`config.mk`:
```
export PLATFORM = sky130hd
export DESIGN_NAME = sync_fifo_param
export DESIGN_NICKNAME = d
export VERILOG_FILES = /design/src/rtl/sync_fifo_param.sv
export SDC_FILE = /design/constraint.sdc
export NUM_CORES = 1
export LEC_CHECK = 0
export BUFFER_PORTS_ARGS = -buffer_cell sky130_fd_sc_hd__buf_2
export CAP_MARGIN = 15
export CORE_MARGIN = 2
export CORE_UTILIZATION = 55
export CTS_CLUSTER_DIAMETER = 100
export DETAILED_ROUTE_END_ITERATION = 12
export PLACE_DENSITY_LB_ADDON = 0.25
export SKIP_CTS_REPAIR_TIMING = 1
export SLEW_MARGIN = 20
export SYNTH_ARGS = -nofsm -noshare
export SYNTH_HDL_FRONTEND = slang
export SYNTH_SLANG_ARGS = --single-unit
```
`constraint.sdc`:
```
create_clock -name clk -period 3.2 [get_ports clk]
set_clock_uncertainty 0.1 [all_clocks]
set_input_delay 0.48 -clock clk [delete_from_list [all_inputs] [get_ports clk]]
set_output_delay 0.48 -clock clk [all_outputs]
set_load 0.02 [all_outputs]
```
`src/rtl/sync_fifo_param.sv`:
```
// Single-clock parametrised FIFO with occupancy count, almost flags and sticky error flags.
// Define SYNC_FIFO_FWFT_EN for first-word-fall-through output; default is registered read (latency 1).
module sync_fifo_param #(
  parameter int WIDTH    = 8,
  parameter int DEPTH    = 16,
  parameter int AF_LEVEL = DEPTH - 2,
  parameter int AE_LEVEL = 2
) (
  input  logic                       clk,
  input  logic                       rst,
  input  logic                       w_en,
  input  logic [WIDTH-1:0]           din,
  input  logic                       r_en,
  output logic [WIDTH-1:0]           dout,
  output logic                       full,
  output logic                       empty,
  output logic                       almost_full,
  output logic                       almost_empty,
  output logic [$clog2(DEPTH):0]     count,
  output logic                       overflow,
  output logic                       underflow
);

  localparam int PTR_W = $clog2(DEPTH);
  localparam int CNT_W = PTR_W + 1;
  localparam logic [CNT_W-1:0] FULL_CNT = CNT_W'(DEPTH);
  localparam logic [CNT_W-1:0] AF_CNT   = CNT_W'(AF_LEVEL);
  localparam logic [CNT_W-1:0] AE_CNT   = CNT_W'(AE_LEVEL);

  // Pointer wrap relies on DEPTH filling the pointer range exactly.
  if (DEPTH < 2 || (DEPTH & (DEPTH - 1)) != 0) begin : gBadDepth
    $fatal(1, "sync_fifo_param: DEPTH must be a power of 2 and >= 2");
  end
  if (AF_LEVEL < 1 || AF_LEVEL > DEPTH) begin : gBadAf
    $fatal(1, "sync_fifo_param: AF_LEVEL out of range 1..DEPTH");
  end
  if (AE_LEVEL < 0 || AE_LEVEL > DEPTH - 1) begin : gBadAe
    $fatal(1, "sync_fifo_param: AE_LEVEL out of range 0..DEPTH-1");
  end

  logic [WIDTH-1:0] r_mem [DEPTH];
  logic [PTR_W-1:0] r_wrPtr;
  logic [PTR_W-1:0] r_rdPtr;
  logic [CNT_W-1:0] r_count;
  logic             r_overflow;
  logic             r_underflow;

  logic             w_full;
  logic             w_empty;
  logic             w_wrOk;
  logic             w_rdOk;

  assign w_full  = (r_count == FULL_CNT);
  assign w_empty = (r_count == '0);
  assign w_wrOk  = w_en & ~w_full;
  assign w_rdOk  = r_en & ~w_empty;

  assign full         = w_full;
  assign empty        = w_empty;
  assign almost_full  = (r_count >= AF_CNT);
  assign almost_empty = (r_count <= AE_CNT);
  assign count        = r_count;
  assign overflow     = r_overflow;
  assign underflow    = r_underflow;

  // Storage is deliberately left out of reset.
  always_ff @(posedge clk) begin
    if (!rst && w_wrOk) begin
      r_mem[r_wrPtr] <= din;
    end
  end

  always_ff @(posedge clk) begin
    if (rst) begin
      r_wrPtr     <= '0;
      r_rdPtr     <= '0;
      r_count     <= '0;
      r_overflow  <= 1'b0;
      r_underflow <= 1'b0;
    end else begin
      if (w_wrOk) begin
        r_wrPtr <= r_wrPtr + 1'b1;
      end
      if (w_rdOk) begin
        r_rdPtr <= r_rdPtr + 1'b1;
      end
      case ({w_wrOk, w_rdOk})
        2'b10:   r_count <= r_count + 1'b1;
        2'b01:   r_count <= r_count - 1'b1;
        default: r_count <= r_count;
      endcase
      if (w_en && w_full) begin
        r_overflow <= 1'b1;
      end
      if (r_en && w_empty) begin
        r_underflow <= 1'b1;
      end
    end
  end

`ifdef SYNC_FIFO_FWFT_EN
  // Head of queue is always presented; zero when nothing is stored.
  assign dout = w_empty ? '0 : r_mem[r_rdPtr];
`else
  logic [WIDTH-1:0] r_dout;

  always_ff @(posedge clk) begin
    if (rst) begin
      r_dout <= '0;
    end else if (w_rdOk) begin
      r_dout <= r_mem[r_rdPtr];
    end
  end

  assign dout = r_dout;
`endif

endmodule

```
==> impl_metrics.json, run 1 <==
{
  "status": "completed",
  "clockBufferDepth": 2,
  "fin_crit_ns": 2.94,
  "synth_warnings": 0,
  "clockRootBuffer": "clkbuf_8",
  "layout_commonest_cell": "edfxtp_1",
  "synth.area.top_cells": "edfxtp_1 (64%), dfxtp_1 (7.7%), mux4_2 (6.0%)",
  "yosys.area.top_type": "edfxtp_1",
  "dp.cells": 536,
  "syn_avg_cell_area_um2": 16.2,
  "relSlewSlack": 0.411,
  "yosysSeqAreaShare": 0.716,
  "via_count": 3262,
  "dieArea_mm2": 0.0118,
  "grt_pass1_wl_mm": 17.4,
  "critPathArrivalTime_ns": 3.25,
  "leakage_nw": 2.32,
  "crit_fanout": 6,
  "hpwl_mm": 7.32,
  "r2r_slack_ns": 0.26,
  "maxCapViolations": 0,
  "critPathLaunchType": "register",
  "cp.required_ns": 3.51,
  "antenna_found_initial": 0,
  "ys_types": 36,
  "power_density_mw_per_mm2": 787,
  "syn_nets": 393,
  "route.detailed.drc": 0,
  "core_mm2": 0.0107,
  "cp_slowest_cell": "nor4_4",
  "worst_slew_pin_slew_ns": 0.880,
  "crit_family": "simple AND/OR/NAND/NOR gates",
  "wl_mm": 11.4,
  "instances_no_fill": 568,
  "tns_ns": 0,
  "vias_per_cell": 5.74,
  "fin_crit_sh": 0.919,
  "synthesis.area_mm2": 0.00601,
  "hp-start": "w_en",
  "syn_inst": 371,
  "final_cell_mix": "edfxtp_1 (128), nor2_1 (53), mux2i_1 (34)",
  "die_h_um": 109,
  "slew_violations": 0,
  "worstPathCellList": "nor4_4 -> a21boi_2 -> inv_1 -> ha_1 -> inv_1 -> fa_1 -> nor2b_1 -> o21ai_0 -> nand3_1 -> or3b_1 -> mux2_1",
  "end_kind": "register",
  "fillers": 760,
  "setup_viol": 0,
  "critical_path_class": "reg2reg",
  "gp_congestion": 0.793,
  "grtUsageTotal": 0.209,
  "fp-row-count": 38,
  "synth_top_cell_area_share": 0.639,
  "r2r_cells": 11,
  "grt_pass1_vias": 3179,
  "holdPathEnd": "overflow",
  "hp-class": "in2reg",
  "r2r_start": "count[0]",
  "final_area_mm2": 0.00701,
  "total_power_mw": 5.51,
  "port_buffers": 30,
  "numCtsBuffers": 17,
  "cpPeakStageDelay_ns": 0.41,
  "nNetsFinal": 437,
  "ant_nets": 0,
  "antenna_cells": 0,
  "clk_latency_ns": 0.52,
  "worstReg2RegEnd": "count[4]",
  "clkTransAtPathRegs_ns": 0.06,
  "dr.pass1.iters": 5,
  "cts.sink_count": 151,
  "fmax_ghz": 0.340,
  "cts_tree": "yes",
  "grt_max_degree": 29,
  "areaGrowthSynthToFinish_pct": 16.6,
  "pin_count": 31,
  "start_util": 0.560,
  "htree_levels": 4,
  "synth-seq-cells": 151,
  "drt-initial-drc-count": 308,
  "crit_top_cell": "inv_1",
  "rsz0062_at_grt": "false",
  "wire_per_inst_um": 20.0,
  "max-vdd-ir-drop_v": 0.000444,
  "whs_path_depth": 3,
  "drive_above_1_share": 0.227,
  "grt_overflow": 0,
  "die_w_um": 109,
  "crit_buf_inv": 2,
  "hold_viol": 0,
  "dpl_cell_area_mm2": 0.00636
}
==> sequential cells by signal, summed over array words and instances, names as in the netlist <==
| name | count |
|---|---|
| dout | 8 |
| underflow | 1 |
| r_wrPtr | 4 |
| count | 5 |
| overflow | 1 |
| r_mem | 128 |
| r_rdPtr | 4 |
==> cells in the mapped netlist <==
cell type,instances
edfxtp_1,128
nor2_1,53
mux2i_1,34
dfxtp_1,23
mux4_2,16
o22ai_1,16
buf_2,10
ha_1,9
nand2_1,9
a22oi_1,8
a311oi_1,8
inv_1,8
a21oi_1,7
xor2_1,5
nor2b_1,4
buf_1,3
clkbuf_1,3
nand3_1,3
xnor2_1,3
and2_1,2
buf_6,2
nand3b_1,2
nand4_1,2
a2111oi_0,1
a21boi_1,1
a21boi_2,1
a21o_1,1
buf_4,1
fa_1,1
mux2_1,1
nor3_1,1
nor4_2,1
o21ai_0,1
or3_1,1
or3_4,1
or3b_1,1
==> power by group <==
group          leakage (nW)  switching, mW  internal (mW)
registers              1.34          0.108           2.25
clock network         0.297          0.778           1.35
logic                 0.684          0.618          0.409
==> final cells by class <==
class	instances	area (um^2)	share of cell area
sequential	151	4310	0.614
multi-input combinational	193	1590	0.227
clock buffer	17	414	0.0591
clock inverter	15	228	0.0325
tap	140	175	0.0250
timing repair buffer	44	268	0.0382
inverter	8	30.0	0.00428
==> stage by stage <==
step           setup WS, ns  utilization  hold slack, ns
6_report              0.261        0.652           0.107
5_1_grt              0.0811        0.652           0.108
4_1_cts               0.136        0.651          0.0958
3_5_place_dp          0.146        0.592           0.357
3_3_place_gp          0.319        0.592           0.360
2_1_floorplan         0.266            -           0.436
==> worst max-delay path by stage <==
| stage | from | to | cells past startpoint | slack [ns] |
|---|---|---|---|---|
| after floorplan | count[0] | count[4] | 10 | 0.27 |
| after global placement | count[0] | count[4] | 11 | 0.32 |
| after detailed placement | count[0] | count[4] | 11 | 0.15 |
| after CTS | count[0] | count[4] | 11 | 0.14 |
| after global routing | count[0] | count[4] | 11 | 0.08 |
| final | count[0] | count[4] | 11 | 0.26 |
==> worst min-delay path, stage by stage <==
cell,delay [ns]
buf_2,0.09
a21oi_1,0.06
nor2_1,0.07
==> metal layers <==
metal | GRT usage | up-vias | share of wire
li1 | - | 1514 | -
met1 | 0.284 | 1607 | 0.43
met2 | 0.326 | 119 | 0.48
met3 | 0.0470 | 22 | 0.065
met4 | 0.0907 | 0 | 0.021
met5 | 0 | - | 0
==> cell families (layout without fill, tap and decap cells) <==
family,after synthesis,after routing,share of synthesized area
buffers and inverters,27,84,0.0221
DFF,151,151,0.716
adders and majority gates,10,10,0.0221
xor gates and xnor gates,8,8,0.0117
AOI/OAI and AO/OA,44,44,0.0508
and+or+nand+nor,80,80,0.0593
muxes,51,51,0.118
(Power assumes the default switching activity.)
==> run 2: changes to the inputs <==
--- a/config.mk
+++ b/config.mk
@@ -8,8 +8,7 @@
 export BUFFER_PORTS_ARGS = -buffer_cell sky130_fd_sc_hd__buf_2
 export CAP_MARGIN = 15
 export CORE_MARGIN = 2
-export CORE_UTILIZATION = 55
-export CTS_CLUSTER_DIAMETER = 100
+export CORE_UTILIZATION = 45
 export DETAILED_ROUTE_END_ITERATION = 12
 export PLACE_DENSITY_LB_ADDON = 0.25
 export SKIP_CTS_REPAIR_TIMING = 1
==> impl_metrics.json, run 2 (synthesis gave the netlist of run 1 again) <==
{
  "leakage_nw": 2.33,
  "status": "completed",
  "rsz0062_at_grt": "false",
  "clkTransAtPathRegs_ns": 0.06,
  "ant_nets": 0,
  "grt_max_degree": 28,
  "wl_mm": 12.1,
  "antenna_cells": 0,
  "via_count": 3285,
  "grt_overflow": 0,
  "r2r_slack_ns": 0.27,
  "setup_viol": 0,
  "port_buffers": 30,
  "cts.sink_count": 151,
  "hp-class": "in2reg",
  "pwr-share-comb": 0.192,
  "internal_power_mw": 4.05,
  "worst_slew_pin_slew_ns": 0.888,
  "drive_above_1_share": 0.217,
  "fillers": 1066,
  "nNetsFinal": 440,
  "end_kind": "register",
  "dr.pass1.iters": 5,
  "seq_area_mm2": 0.00431,
  "relSlewSlack": 0.406,
  "clockBufferDepth": 2,
  "cts_tree": "yes",
  "fin_util": 0.536,
  "wire_per_inst_um": 20.0,
  "dieArea_mm2": 0.0143,
  "start_util": 0.458,
  "max-vdd-ir-drop_v": 0.000356,
  "die_h_um": 120,
  "layout_commonest_cell": "edfxtp_1",
  "crit_start": "count[3]",
  "swShare": 0.263,
  "grt_pass1_vias": 3295,
  "core_mm2": 0.0131,
  "fmax_ghz": 0.341,
  "htree_levels": 4,
  "instances_no_fill": 605,
  "multiInputGateArea_mm2": 0.00159,
  "critPathLaunchType": "register",
  "slew_violations": 0,
  "numCtsBuffers": 17,
  "hp-start": "r_en",
  "antenna_found_initial": 0,
  "max_flop_register": "r_mem",
  "dp.cells": 574,
  "hpwl_mm": 7.54,
  "grtUsageTotal": 0.179,
  "clk_latency_ns": 0.41,
  "crit_fanout": 6,
  "critPathArrivalTime_ns": 3.12,
  "fp-row-count": 42,
  "critical_path_class": "reg2reg",
  "r2r_start": "count[3]",
  "p_seq_frac": 0.429,
  "maxCapViolations": 0,
  "power_density_mw_per_mm2": 780,
  "tns_ns": 0,
  "cp.required_ns": 3.40,
  "drt-initial-drc-count": 236,
  "hold_viol": 0,
  "pin_count": 31,
  "power_frac_clock": 0.379,
  "p_switching_mw": 1.44,
  "clockRootBuffer": "clkbuf_16",
  "die_w_um": 120,
  "largest_reg_flops": 128,
  "gp_congestion": 0.822,
  "fin_crit_sh": 0.915,
  "areaGrowthSynthToFinish_pct": 17.1,
  "fin_crit_ns": 2.93,
  "vias_per_cell": 5.43,
  "grt_pass1_wl_mm": 18.4,
  "final_cell_mix": "edfxtp_1 (128), nor2_1 (53), mux2i_1 (34)",
  "route.detailed.drc": 0
}
run 2: changes by cell type in the layout (fill, tap and decap cells not counted), sizes merged:
cell / change
buf: +3
inv: -1
clkinvlp: -2
clkbuf: +4
clkinv: -3
run 2: power by group through the flow:
stage	clock [mW]	sequential, mW	combinational (mW)
floorplan	0	2.47	0.638
global placement	0	2.38	1.02
detailed placement	0	2.39	1.03
CTS	2.10	2.35	1.04
global route	2.19	2.37	1.17
finish	2.08	2.36	1.05
run 2: routing by layer:
metal | track usage | vias up | share of wire
met5 | 0 | - | 0
li1 | - | 1515 | -
met4 | 0.0559 | 0 | 0.011
met3 | 0.0471 | 10 | 0.057
met1 | 0.245 | 1676 | 0.45
met2 | 0.283 | 84 | 0.48
run 2: worst paths after layout:
path | endpoint | cells past startpoint
setup reg to reg | count[4] | 10
hold reg to reg | overflow | 2
setup / recovery | count[4] | 10
hold / removal | underflow | 3
run 2: critical path: stages, from the launching register on:
cell and delay, ns:
dfxtp_1 0.38, nor4_4 0.33, buf_4 0.17, a21boi_2 0.06, ha_1 0.24, ha_1 0.32, nor2b_1 0.15, o21ai_0 0.27
a21oi_1 0.12, or3b_1 0.36, mux2_1 0.31
run 2: metrics by stage:
stage / setup WS, ns / instance area, um^2 / power (mW) / hold WS [ns]
after floorplan: 0.266 / 6010 / 3.11 / 0.436
after global placement: 0.291 / 6410 / 3.40 / 0.352
after detailed placement: 0.135 / 6410 / 3.42 / 0.355
after CTS: 0.124 / 7020 / 5.49 / 0.214
after global routing: 0.0372 / 7040 / 5.73 / 0.235
final: 0.271 / 7040 / 5.49 / 0.222
run 2: cell type report:
cell class | instances | share of cell area
Clock inverter | 9 | 0.0251
Multi-Input combinational cell | 193 | 0.226
Inverter | 8 | 0.00427
Sequential cell | 151 | 0.612
Tap cell | 176 | 0.0313
Clock buffer | 21 | 0.0626
Timing Repair Buffer | 47 | 0.0395
==> run 3: changes to the inputs <==
--- a/config.mk
+++ b/config.mk
@@ -9,6 +9,7 @@
 export CAP_MARGIN = 15
 export CORE_MARGIN = 2
 export CORE_UTILIZATION = 45
+export CTS_BUF_LIST = sky130_fd_sc_hd__clkbuf_8
 export DETAILED_ROUTE_END_ITERATION = 12
 export PLACE_DENSITY_LB_ADDON = 0.25
 export SKIP_CTS_REPAIR_TIMING = 1
==> impl_metrics.json, run 3 (synthesis gave the netlist of run 1 again) <==
{
  "hold_viol": 0,
  "swShare": 0.277,
  "dieArea_mm2": 0.0143,
  "worst_slew_pin_slew_ns": 0.791,
  "ant_nets": 0,
  "cpPeakStageDelay_ns": 0.39,
  "pin_count": 31,
  "power_density_mw_per_mm2": 722,
  "clk_latency_ns": 0.43,
  "die_w_um": 120,
  "end_kind": "register",
  "hpwl_mm": 7.54,
  "largest_reg_flops": 128,
  "antenna_cells": 0,
  "hp-class": "in2reg",
  "power_frac_clock": 0.312,
  "leakage_nw": 2.25,
  "start_util": 0.458,
  "drive_above_1_share": 0.217,
  "crit_buf_inv": 1,
  "numCtsBuffers": 17,
  "fillers": 1092,
  "port_buffers": 30,
  "antenna_found_initial": 0,
  "clockBufferDepth": 2,
  "crit_family": "simple AND/OR/NAND/NOR gates",
  "relSlewSlack": 0.473,
  "tns_ns": 0,
  "wire_per_inst_um": 19.3,
  "fin_crit_sh": 0.918,
  "p_switching_mw": 1.37,
  "route.detailed.drc": 0,
  "fmax_ghz": 0.341,
  "crit_top_cell": "ha_1",
  "fin_crit_ns": 2.94,
  "maxCapViolations": 0,
  "critPathLaunchType": "register",
  "status": "completed",
  "htree_levels": 4,
  "internal_power_mw": 3.58,
  "grt_overflow": 0,
  "dr.pass1.iters": 4,
  "vias_per_cell": 5.36,
  "max-vdd-ir-drop_v": 0.000283,
  "slew_violations": 0,
  "drt-initial-drc-count": 229,
  "clockRootBuffer": "clkbuf_8",
  "fp-row-count": 42,
  "final_cell_mix": "edfxtp_1 (128), nor2_1 (53), mux2i_1 (34)",
  "seq_area_mm2": 0.00431,
  "crit_fanout": 6,
  "multiInputGateArea_mm2": 0.00159,
  "cts_tree": "yes",
  "cts.sink_count": 151,
  "cp.required_ns": 3.42,
  "areaGrowthSynthToFinish_pct": 13.9,
  "fin_util": 0.521,
  "nNetsFinal": 440,
  "via_count": 3241,
  "wl_mm": 11.7,
  "cp_slowest_cell": "dfxtp_1",
  "core_mm2": 0.0131,
  "die_h_um": 120,
  "gp_congestion": 0.822,
  "critical_path_class": "reg2reg",
  "critPathArrivalTime_ns": 3.15,
  "p_seq_frac": 0.475,
  "layout_commonest_cell": "edfxtp_1",
  "grtUsageTotal": 0.176,
  "clkTransAtPathRegs_ns": 0.08,
  "grt_pass1_wl_mm": 18.1,
  "pwr-share-comb": 0.213,
  "total_power_mw": 4.95,
  "max_flop_register": "r_mem",
  "grt_pass1_vias": 3282,
  "setup_viol": 0,
  "grt_max_degree": 28,
  "worstPathCellList": "nor4_4 -> buf_4 -> a21boi_2 -> ha_1 -> ha_1 -> nor2b_1 -> o21ai_0 -> a21oi_1 -> or3b_1 -> mux2_1",
  "rsz0062_at_grt": "false"
}
run 3: layout make-up:
| cell class | count | area share |
|---|---|---|
| repair buffers | 47 | 0.0406 |
| multi-input cells | 193 | 0.232 |
| clock buffers | 17 | 0.0342 |
| well taps | 176 | 0.0322 |
| flip-flops and latches | 151 | 0.629 |
| inverters | 8 | 0.00439 |
| clock inverters | 13 | 0.0280 |
run 3: routing by layer:
metal  vias to the layer above  routed length (um)  GRT usage
li1                       1517                   -          -
met1                      1623                5100      0.242
met2                        93                5530      0.272
met3                         8                 885     0.0471
met4                         0                 151     0.0588
met5                         -                   0          0
run 3: tightest hold or removal path: stages:
cell and delay [ns]:
buf_2 0.09, a21oi_1 0.06, nor2_1 0.07
run 3: power groups by stage:
stage / Sequential [mW] / Combinational [mW] / Clock [mW]
2_1_floorplan: 2.47 / 0.638 / 0
3_3_place_gp: 2.38 / 1.02 / 0
3_5_place_dp: 2.39 / 1.03 / 0
4_1_cts: 2.35 / 1.03 / 1.57
5_1_grt: 2.37 / 1.16 / 1.65
6_report: 2.35 / 1.05 / 1.54
run 3: metrics by stage:
stage / area (um^2) / cells / setup slack, ns / hold WS, ns
floorplan: 6010 / 371 / 0.266 / 0.436
global placement: 6410 / 574 / 0.291 / 0.352
detailed placement: 6410 / 574 / 0.135 / 0.355
CTS: 6830 / 604 / 0.119 / 0.179
global route: 6850 / 605 / 0.0330 / 0.200
finish: 6850 / 605 / 0.264 / 0.204
run 3: final timing paths:
| path | startpoint | endpoint | slack (ns) | cells after the start |
|---|---|---|---|---|
| setup / recovery | count[3] | count[4] | 0.26 | 10 |
| hold / removal | w_en | overflow | 0.20 | 3 |
| setup reg to reg | count[3] | count[4] | 0.26 | 10 |
| hold reg to reg | overflow | overflow | 0.37 | 2 |
